### config.mk
export PLATFORM = sky130hd
export DESIGN_NAME = lsu
export DESIGN_NICKNAME = d
export VERILOG_FILES = /design/src/rtl/lsu_pkg.sv /design/src/rtl/lsu_align.sv /design/src/rtl/lsu.sv
export SDC_FILE = /design/constraint.sdc
export NUM_CORES = 1
export LEC_CHECK = 0
export CORE_ASPECT_RATIO = 0.7
export CORE_MARGIN = 4
export CORE_UTILIZATION = 55
export CTS_BUF_LIST = sky130_fd_sc_hd__clkbuf_4 sky130_fd_sc_hd__clkbuf_8 sky130_fd_sc_hd__clkbuf_16
export DETAILED_ROUTE_END_ITERATION = 6
export DONT_BUFFER_PORTS = 1
export PLACE_DENSITY = 0.79
export SLEW_MARGIN = 20
export SYNTH_ARGS = -nofsm -noshare
export SYNTH_HDL_FRONTEND = slang
export SYNTH_HIERARCHICAL = 1
export SYNTH_SLANG_ARGS = --single-unit
### constraint.sdc
create_clock -name clk -period 3.94 [get_ports clk]
set_clock_uncertainty 0.2 [all_clocks]
set_input_delay 0.591 -clock clk [delete_from_list [all_inputs] [get_ports clk]]
set_output_delay 0.591 -clock clk [all_outputs]
set_load 0.05 [all_outputs]
### src/rtl/lsu_pkg.sv
// Shared definitions for the load/store unit: ALU memory opcodes, FSM states
// and opcode classification helpers.
package lsu_pkg;

  localparam logic [5:0] ALU_LB  = 6'd18;
  localparam logic [5:0] ALU_LH  = 6'd19;
  localparam logic [5:0] ALU_LW  = 6'd20;
  localparam logic [5:0] ALU_LBU = 6'd21;
  localparam logic [5:0] ALU_LHU = 6'd22;
  localparam logic [5:0] ALU_SB  = 6'd23;
  localparam logic [5:0] ALU_SH  = 6'd24;
  localparam logic [5:0] ALU_SW  = 6'd25;

  typedef enum logic [1:0] {
    LSU_IDLE   = 2'd0,
    LSU_ACCESS = 2'd1,
    LSU_WAIT   = 2'd2,
    LSU_RESP   = 2'd3
  } lsu_state_t;

  function automatic logic is_load(input logic [5:0] code);
    return (code == ALU_LB) || (code == ALU_LH) || (code == ALU_LW) ||
           (code == ALU_LBU) || (code == ALU_LHU);
  endfunction

  function automatic logic is_store(input logic [5:0] code);
    return (code == ALU_SB) || (code == ALU_SH) || (code == ALU_SW);
  endfunction

endpackage

### src/rtl/lsu_align.sv
// Combinational byte-lane steering for stores and lane extraction/extension for loads.
// Build option: LSU_MISALIGN_CHECK_EN enables the misalign flag for halfword/word accesses.
module lsu_align import lsu_pkg::*; (
  input  logic [5:0]  alucode,
  input  logic [1:0]  addr_lo,
  input  logic [31:0] store_data,
  input  logic [31:0] rdata,
  output logic [3:0]  we,
  output logic [31:0] wdata,
  output logic [31:0] load_data,
  output logic        misalign
);

  logic [7:0]  byte_lane;
  logic [15:0] half_lane;

  // Halfwords always use addr[1]; for aligned accesses this equals the byte offset.
  assign byte_lane = rdata[{addr_lo, 3'b000} +: 8];
  assign half_lane = rdata[{addr_lo[1], 4'b0000} +: 16];

  always_comb begin
    we        = 4'b0000;
    wdata     = 32'h0;
    load_data = 32'h0;
    case (alucode)
      ALU_LB:  load_data = {{24{byte_lane[7]}}, byte_lane};
      ALU_LBU: load_data = {24'h0, byte_lane};
      ALU_LH:  load_data = {{16{half_lane[15]}}, half_lane};
      ALU_LHU: load_data = {16'h0, half_lane};
      ALU_LW:  load_data = rdata;
      ALU_SB: begin
        we    = 4'b0001 << addr_lo;
        wdata = {4{store_data[7:0]}};
      end
      ALU_SH: begin
        we    = addr_lo[1] ? 4'b1100 : 4'b0011;
        wdata = {2{store_data[15:0]}};
      end
      ALU_SW: begin
        we    = 4'b1111;
        wdata = store_data;
      end
      default: ;
    endcase
  end

`ifdef LSU_MISALIGN_CHECK_EN
  always_comb begin
    misalign = 1'b0;
    if ((alucode == ALU_LH) || (alucode == ALU_LHU) || (alucode == ALU_SH))
      misalign = addr_lo[0];
    else if ((alucode == ALU_LW) || (alucode == ALU_SW))
      misalign = (addr_lo != 2'b00);
  end
`else
  assign misalign = 1'b0;
`endif

endmodule

### src/rtl/lsu.sv
// Load/store unit: request FSM, read latency counter and output registers around lsu_align.
// Build option: LSU_MISALIGN_CHECK_EN (alignment errors, handled inside lsu_align).
module lsu import lsu_pkg::*; #(
  parameter int MEM_LAT = 1
) (
  input  logic        clk,
  input  logic        rst,
  input  logic        req_valid,
  output logic        req_ready,
  input  logic [5:0]  alucode,
  input  logic [31:0] addr,
  input  logic [31:0] store_data,
  output logic        rsp_valid,
  input  logic        rsp_ready,
  output logic [31:0] rsp_data,
  output logic        rsp_err,
  output logic [31:0] dmem_addr,
  output logic        dmem_re,
  output logic [3:0]  dmem_we,
  output logic [31:0] dmem_wdata,
  input  logic [31:0] dmem_rdata
);

  localparam logic [1:0] CNT_LAST = 2'(MEM_LAT - 1);

  lsu_state_t  state, next_state;
  logic [5:0]  op_q;
  logic [1:0]  addr_lo_q;
  logic [1:0]  cnt;
  logic [5:0]  align_code;
  logic [1:0]  align_lo;
  logic [3:0]  align_we;
  logic [31:0] align_wdata;
  logic [31:0] align_load;
  logic        align_misalign;
  logic        req_err;

  assign req_ready = (state == LSU_IDLE);

  // In IDLE the aligner sees the incoming request; afterwards the latched one.
  assign align_code = (state == LSU_IDLE) ? alucode : op_q;
  assign align_lo   = (state == LSU_IDLE) ? addr[1:0] : addr_lo_q;
  assign req_err    = !(is_load(alucode) || is_store(alucode)) || align_misalign;

  lsu_align u_align (
    .alucode    (align_code),
    .addr_lo    (align_lo),
    .store_data (store_data),
    .rdata      (dmem_rdata),
    .we         (align_we),
    .wdata      (align_wdata),
    .load_data  (align_load),
    .misalign   (align_misalign)
  );

  always_ff @(posedge clk) begin
    if (rst) state <= LSU_IDLE;
    else     state <= next_state;
  end

  always_comb begin
    next_state = state;
    case (state)
      LSU_IDLE:   if (req_valid) next_state = req_err ? LSU_RESP : LSU_ACCESS;
      LSU_ACCESS: next_state = is_load(op_q) ? LSU_WAIT : LSU_RESP;
      LSU_WAIT:   if (cnt == CNT_LAST) next_state = LSU_RESP;
      LSU_RESP:   if (rsp_ready) next_state = LSU_IDLE;
      default:    next_state = LSU_IDLE;
    endcase
  end

  // Strobes are loaded on accept so they are visible exactly during ACCESS.
  always_ff @(posedge clk) begin
    if (rst) begin
      op_q       <= 6'h0;
      addr_lo_q  <= 2'b00;
      cnt        <= 2'b00;
      rsp_valid  <= 1'b0;
      rsp_data   <= 32'h0;
      rsp_err    <= 1'b0;
      dmem_addr  <= 32'h0;
      dmem_re    <= 1'b0;
      dmem_we    <= 4'b0000;
      dmem_wdata <= 32'h0;
    end else begin
      dmem_re <= 1'b0;
      dmem_we <= 4'b0000;
      case (state)
        LSU_IDLE: if (req_valid) begin
          op_q      <= alucode;
          addr_lo_q <= addr[1:0];
          if (req_err) begin
            rsp_valid <= 1'b1;
            rsp_data  <= 32'h0;
            rsp_err   <= 1'b1;
          end else begin
            dmem_addr  <= {addr[31:2], 2'b00};
            dmem_re    <= is_load(alucode);
            dmem_we    <= align_we;
            dmem_wdata <= align_wdata;
          end
        end
        LSU_ACCESS: begin
          cnt <= 2'b00;
          if (!is_load(op_q)) begin
            rsp_valid <= 1'b1;
            rsp_data  <= 32'h0;
            rsp_err   <= 1'b0;
          end
        end
        LSU_WAIT: begin
          cnt <= cnt + 2'd1;
          if (cnt == CNT_LAST) begin
            rsp_valid <= 1'b1;
            rsp_data  <= align_load;
            rsp_err   <= 1'b0;
          end
        end
        LSU_RESP: if (rsp_ready) rsp_valid <= 1'b0;
        default: ;
      endcase
    end
  end

endmodule

==> results of run 1 <==
sequential cells by signal (all words and copies together), names as in the netlist:
signal,cells
addr_lo_q,2
dmem_we,4
rsp_valid,1
rsp_err,1
cnt,2
dmem_addr,30
dmem_wdata,32
rsp_data,32
op_q,6
state,2
dmem_re,1
cell usage after synthesis, types with 2 or more instances:
cell type and n:
a22o_1 8, a21o_1 16, nor2b_1 18, clkbuf_1 29, buf_8 3, buf_2 14
mux2_2 8, buf_6 5, ha_1 5, nand4_1 2, conb_1 2, a31oi_1 2
nor3_4 2, mux2i_1 42, buf_4 5, mux4_2 7, nand2b_1 38, o211ai_1 3
nor3b_1 9, o21ai_0 13, and3_1 2, a21oi_1 76, nand2_1 164, nand3b_1 30
dfxtp_1 113, inv_1 6, a221o_1 15, nor2_1 10, nand3_1 17
report_power, final:
group	switching (W)	internal (W)
clock	0.000521	0.00110
sequential	0.000109	0.00119
combinational	0.000710	0.000513
kinds of logic (layout without fill, tap and decap cells):
kind of cell / count (synthesis) / in the layout
DFF: 113 / 113
adders and majority gates: 5 / 5
buffers and inverters: 63 / 46
xor gates and xnor gates: 1 / 1
muxes: 59 / 59
other: 2 / 3
and+or+nand+nor: 302 / 302
AOI/OAI and AO/OA: 143 / 143
metal layers:
layer  GRT usage [%]  vias to the layer above  part of all wire [%]
met4            9.35                        0                   2.6
met3            9.64                       46                    11
met1            33.2                     2323                    42
met2            38.1                      307                    45
met5               0                        -                     0
li1                -                     2325                     -
per-stage QoR:
step | hold slack, ns | util, %
3_3_place_gp | 0.237 | 55.7
4_1_cts | 0.0504 | 61.7
2_1_floorplan | 0.234 | -
5_1_grt | 0.0436 | 61.7
3_5_place_dp | 0.248 | 55.7
6_report | 0.0721 | 61.7
area by class of cell:
cell class              instances  area, um2
well taps                     132        165
multi-input cells             513       3250
flip-flops and latches        113       2260
clock inverters                10        159
repair buffers                  9       67.6
clock buffers                  21        468
inverters                       6       22.5
fillers                       886       3960
path summary, 6_finish.rpt:
check | endpoint | slack (ns) | cells past startpoint
max reg2reg | rsp_data[23]$_SDFFE_PP0P_ | 0.36 | 8
min | dmem_addr[5]$_SDFFE_PP0P_ | 0.07 | 1
max | rsp_data[23]$_SDFFE_PP0P_ | 0.36 | 8
min reg2reg | addr_lo_q[0]$_SDFFE_PP0P_ | 0.26 | 2
cell usage in the layout, fill, tap and decap left out, drive strengths merged, types with 2 or more instances in the layout:
master    instances
a221o            15
buf               9
nor2             10
nand4             2
conb              3
clkinvlp          2
nand2           164
inv               6
clkbuf           21
dfxtp           113
a21o             16
and3              3
a31oi             2
ha                5
mux4              8
nand3            17
clkinv            4
mux2              9
nand2b           38
mux2i            42
bufinv            4
o21ai            14
a22o              8
nor3b            10
nor2b            18
a21oi            77
nand3b           30
nor3              3
o211ai            3
worst max-delay path, stage by stage, from the launching register on:
cell	delay [ns]
dfxtp_1	0.33
inv_1	0.13
ha_1	0.54
mux2_2	0.43
or3b_1	0.55
nor4b_4	0.78
a21o_1	0.22
nand3b_1	0.10
mux2i_1	0.20
==> flow_summary.json, run 1 <==
{
  "status": "finished clean",
  "synth-seq-cells": 113,
  "core_um2": 10400,
  "synth_top_area_share_pct": 38.6,
  "finalHoldViolCount": 0,
  "num_vias": 5001,
  "synth_adder_area_share_pct": 1.07,
  "yosysWarnings": 6,
  "crit_fanout": 16,
  "clkLatencyLatePin_ns": 0.39,
  "avgSynthCellArea_um2": 8.51,
  "grt_pass1_vias": 4762,
  "layout_setup_ws_ns": 0.359,
  "dieHeight_um": 94.3,
  "dp_hpwl_um": 11500,
  "critical_path_class": "flop to flop",
  "port_buffers": 0,
  "gp_congestion": 0.927,
  "start_util_pct": 56.5,
  "drtAntennaViolNets": 0,
  "rsz0062_at_grt": "no",
  "fin_cells": 804,
  "p_total_w": 0.00414,
  "drv_slew": 0,
  "crit_start": "state[0]$_SDFFE_PP0P_",
  "min_from": "rst",
  "synthTopCellsByArea": "dfxtp_1 39%, nand2_1 11%, mux2i_1 7.2%",
  "hold_buffers": 0,
  "drive_gt1_share_pct": 9.82,
  "synth_top_family_by_area": "simple AND/OR/NAND/NOR gates",
  "synthArstFlopShare_pct": 0,
  "critPathLaunchType": "flop",
  "dpl.cell_count": 773,
  "antenna-diode-count": 0,
  "clock-sinks": 113,
  "drt_iter0_drc": 451,
  "drv_cap": 0,
  "synth-simple-area-share_pct": 26.5,
  "finalInstanceArea_um2": 6390,
  "cts_tree": "built",
  "maxSlewHeadroom_pct": 26.8,
  "die_x_um": 131,
  "synth-xor-area-share_pct": 0.150,
  "grt_usage_pct": 25.3,
  "placementRows": 31,
  "cts_buffers": 17,
  "drt-pass1-iter-count": 5,
  "yosysTopAreaCell": "dfxtp_1",
  "synth_compound_area_share_pct": 15.5,
  "leakage_nw": 2.36,
  "finalCritPeriodShare_pct": 90.9,
  "grt_max_degree": 145,
  "ctsRootBufferMaster": "clkbuf_16",
  "max-vdd-ir-drop_mv": 0.361,
  "hold_class": "primary input to flop",
  "ys_types": 53,
  "syn_inst": 688,
  "cts_buffer_depth": 2,
  "die_area_um2": 12400,
  "synthMuxAreaShare_pct": 12.1,
  "areaGrowthSynthToFinish_pct": 9.26,
  "place_area_um2": 5770,
  "rr_startpoint": "state[0]$_SDFFE_PP0P_",
  "cellPowerDensity_nw_per_um2": 648,
  "synth-edff-count": 0,
  "grt_overflow": 0,
  "end_kind": "flop",
  "tightest_slew_ns": 1.10,
  "finalSetupTns_ns": 0,
  "fin_nets": 771,
  "ios": 210,
  "cts.repair.resized": 0,
  "post-cts-setup-buffer-count": 0,
  "clkTransAtPathRegs_ns": 0.05,
  "cts_htree_levels": 4,
  "ys.flop_type": "dfxtp_1",
  "timing.fmax_mhz": 279,
  "critical_path_arrival_ns": 3.69,
  "avgRoutedWirePerCell_um": 20.1,
  "antenna_found_initial": 0,
  "viasPerCell": 6.22,
  "syn_area_um2": 5850,
  "drc_errors": 0,
  "min_period_ns": 3.58,
  "place_ws_ns": 0.495,
  "yosysSeqAreaShare_pct": 38.6,
  "routed_wl_um": 16100,
  "grt_pass1_wl_um": 25100,
  "finalSetupViolations": 0,
  "cp_data_required_time_ns": 4.05
}
Note: power is estimated with default switching activity, not from simulation.
==> run 2, diff against run 1 <==
SYNTH_HIERARCHICAL = not set   (was 1)
clock period = 3.59 ns   (was 3.94 ns; I/O delays follow)
==> run 2 against run 1 <==
Effect of this change:
- utilization is 3.5 points higher
- die area is 8.4% lower
- register-to-register slack better by 0.10 ns
- largest power group unchanged
- power is 2.1% lower
- cell area is 5.6% lower
- first-iteration DRC count is 8.9% lower
- largest cell class unchanged
- synthesized cell count is 12% lower
- area after synthesis is 9.0% lower
- via count is 3.7% lower
==> flow_summary.json, run 2 <==
{
  "grt_pass1_vias": 4642,
  "gp_congestion": 0.884,
  "layout_setup_ws_ns": 0.463,
  "cts_tree": "built",
  "synth-seq-cells": 113,
  "drt-pass1-iter-count": 5,
  "drc_errors": 0,
  "critPathMaxStageDelay_ns": 0.51,
  "drtAntennaViolNets": 0,
  "grt_max_degree": 47,
  "finalInstanceArea_um2": 6040,
  "reg_top3": "dmem_wdata (32), rsp_data (32), dmem_addr (30)",
  "placementRows": 29,
  "cts_buffer_depth": 2,
  "final_common_cell": "dfxtp_1",
  "status": "finished clean",
  "grt_pass1_wl_um": 25500,
  "dp_hpwl_um": 11100,
  "finalSetupViolations": 0,
  "path_cells": "inv_1 > ha_2 > buf_4 > mux2i_1 > buf_4 > mux2i_1 > and4_1 > and4b_1 > o21ai_1",
  "fin_nets": 715,
  "maxSlewHeadroom_pct": 51.8,
  "drt_iter0_drc": 411,
  "synthTopCellsByCount": "113 x dfxtp_1, 101 x nand2_1, 59 x a21oi_1",
  "yosysWarnings": 0,
  "syn_inst": 607,
  "synth_top_area_share_pct": 42.5,
  "crit_fanout": 22,
  "clkTransAtPathRegs_ns": 0.05,
  "end_kind": "flop",
  "place_ws_ns": 0.541,
  "antenna-diode-count": 0,
  "clkLatencyLatePin_ns": 0.40,
  "start_util_pct": 57.6,
  "tightest_slew_ns": 0.723,
  "ys.flop_type": "dfxtp_1",
  "areaGrowthSynthToFinish_pct": 13.4,
  "crit_buf_inv": 3,
  "cts_buffers": 17,
  "finalCritPeriodShare_pct": 87.1,
  "synth.most_common_cell": "dfxtp_1",
  "rr_startpoint": "state[0]$_SDFFE_PP0P_",
  "num_vias": 4818,
  "cts_htree_levels": 4,
  "multi_input_area_um2": 2780,
  "critPathLaunchType": "flop",
  "crit_start": "state[0]$_SDFFE_PP0P_",
  "ios": 210,
  "ctsRootBufferMaster": "clkbuf_16",
  "yosysSeqAreaShare_pct": 42.5,
  "critical_path_class": "flop to flop",
  "synthTopCellsByArea": "dfxtp_1 42%, nand2_1 7.1%, a21oi_1 5.5%",
  "hold_class": "primary input to flop",
  "clock-sinks": 113,
  "antenna_found_initial": 0,
  "dieHeight_um": 90.3,
  "fillers": 749,
  "viasPerCell": 6.51,
  "cpLargestDelayFamily": "buffers and inverters",
  "synth-edff-count": 0,
  "core_um2": 9250,
  "rsz0062_at_grt": "no",
  "slowest_stage": "ha_2",
  "finalSetupTns_ns": 0,
  "min_from": "rst",
  "port_buffers": 0,
  "avgSynthCellArea_um2": 8.77,
  "ys_types": 62,
  "die_area_um2": 11300,
  "drive_gt1_share_pct": 14.9,
  "grt_usage_pct": 27.5,
  "leakage_nw": 2.12,
  "synthArstFlopShare_pct": 0,
  "place_area_um2": 5350,
  "yosysTopAreaCell": "dfxtp_1",
  "min_period_ns": 3.13,
  "cellPowerDensity_nw_per_um2": 672,
  "final_cell_mix": "113 x dfxtp_1, 101 x nand2_1, 59 x a21oi_1",
  "routed_wl_um": 16200,
  "critical_path_arrival_ns": 3.26,
  "avgRoutedWirePerCell_um": 21.9,
  "drv_slew": 0,
  "timing.fmax_mhz": 320,
  "max-vdd-ir-drop_mv": 0.343,
  "dpl.cell_count": 699,
  "fin_cells": 740,
  "grt_overflow": 0,
  "die_x_um": 126,
  "drv_cap": 0,
  "syn_area_um2": 5330,
  "regArea_um2": 2260,
  "cp_data_required_time_ns": 3.72,
  "finalHoldViolCount": 0,
  "p_total_w": 0.00406
}
## run 2: changes by cell type after synthesis, sizes merged, moves of 13 or more
| cell | change |
|---|---|
| o21ai | +15 |
| nand2 | -63 |
| a22oi | +26 |
| nor2 | +44 |
| nand2b | -36 |
| nor2b | -16 |
| nor3 | +24 |
| a21o | -13 |
| nand3b | -28 |
| a221oi | +15 |
| mux2i | -26 |
## run 2: path summary, 6_finish.rpt
kind	end	slack (ns)	depth (start not counted)
setup / recovery	rsp_data[15]$_SDFFE_PP0P_	0.46	9
setup reg to reg	rsp_data[15]$_SDFFE_PP0P_	0.46	9
hold / removal	rsp_valid$_SDFFE_PP0P_	0.02	1
hold reg to reg	cnt[1]$_SDFFE_PP0N_	0.26	2
## run 2: per-layer routing
layer  wire [um]  track usage [%]  up-vias
met5           0                0        -
met4         433             10.6        0
met3        1880             10.5       45
met2        7480             42.6      289
met1        6420             34.9     2310
li1            -                -     2174
## run 2: area by class of cell
type / instances / area share, %
sequential: 113 / 37.5
inverter: 10 / 0.622
tap: 124 / 2.57
multi-input combinational: 436 / 46.0
clock buffer: 19 / 7.40
clock inverter: 13 / 2.30
timing repair buffer: 25 / 3.65
## run 2: cells by family (layout without fill, tap and decap cells)
kind of cell             after synthesis  after routing  share of synthesized area (%)
adder cells (fa/ha/maj)                6              6                           1.41
multiplexers                          26             26                           7.12
flip-flops                           113            113                           42.5
buffers and inverters                 59             67                           5.80
AND/OR/NAND/NOR                      218            218                           18.9
XOR/XNOR                               2              2                          0.329
other                                  1              2                         0.0704
AO/OA/AOI/OAI                        182            182                           23.9
## run 2: where the power goes
| group | switching (W) | internal, W |
|---|---|---|
| registers | 0.000187 | 0.00132 |
| logic | 0.000554 | 0.000365 |
| clock network | 0.000589 | 0.00104 |
| total | 0.00133 | 0.00273 |
## run 2: per-stage QoR
stage	util, %	hold WS (ns)
floorplan	-	0.239
global placement	57.8	0.241
detailed placement	57.8	0.250
CTS	64.7	0.0000563
global route	65.3	0.00000799
finish	65.3	0.0196
## run 2: repair_timing
item                      CTS  global route
gates resized for setup     0             0
hold buffers                4             5
buffers inserted            0             0
hold endpoints to repair   39             6
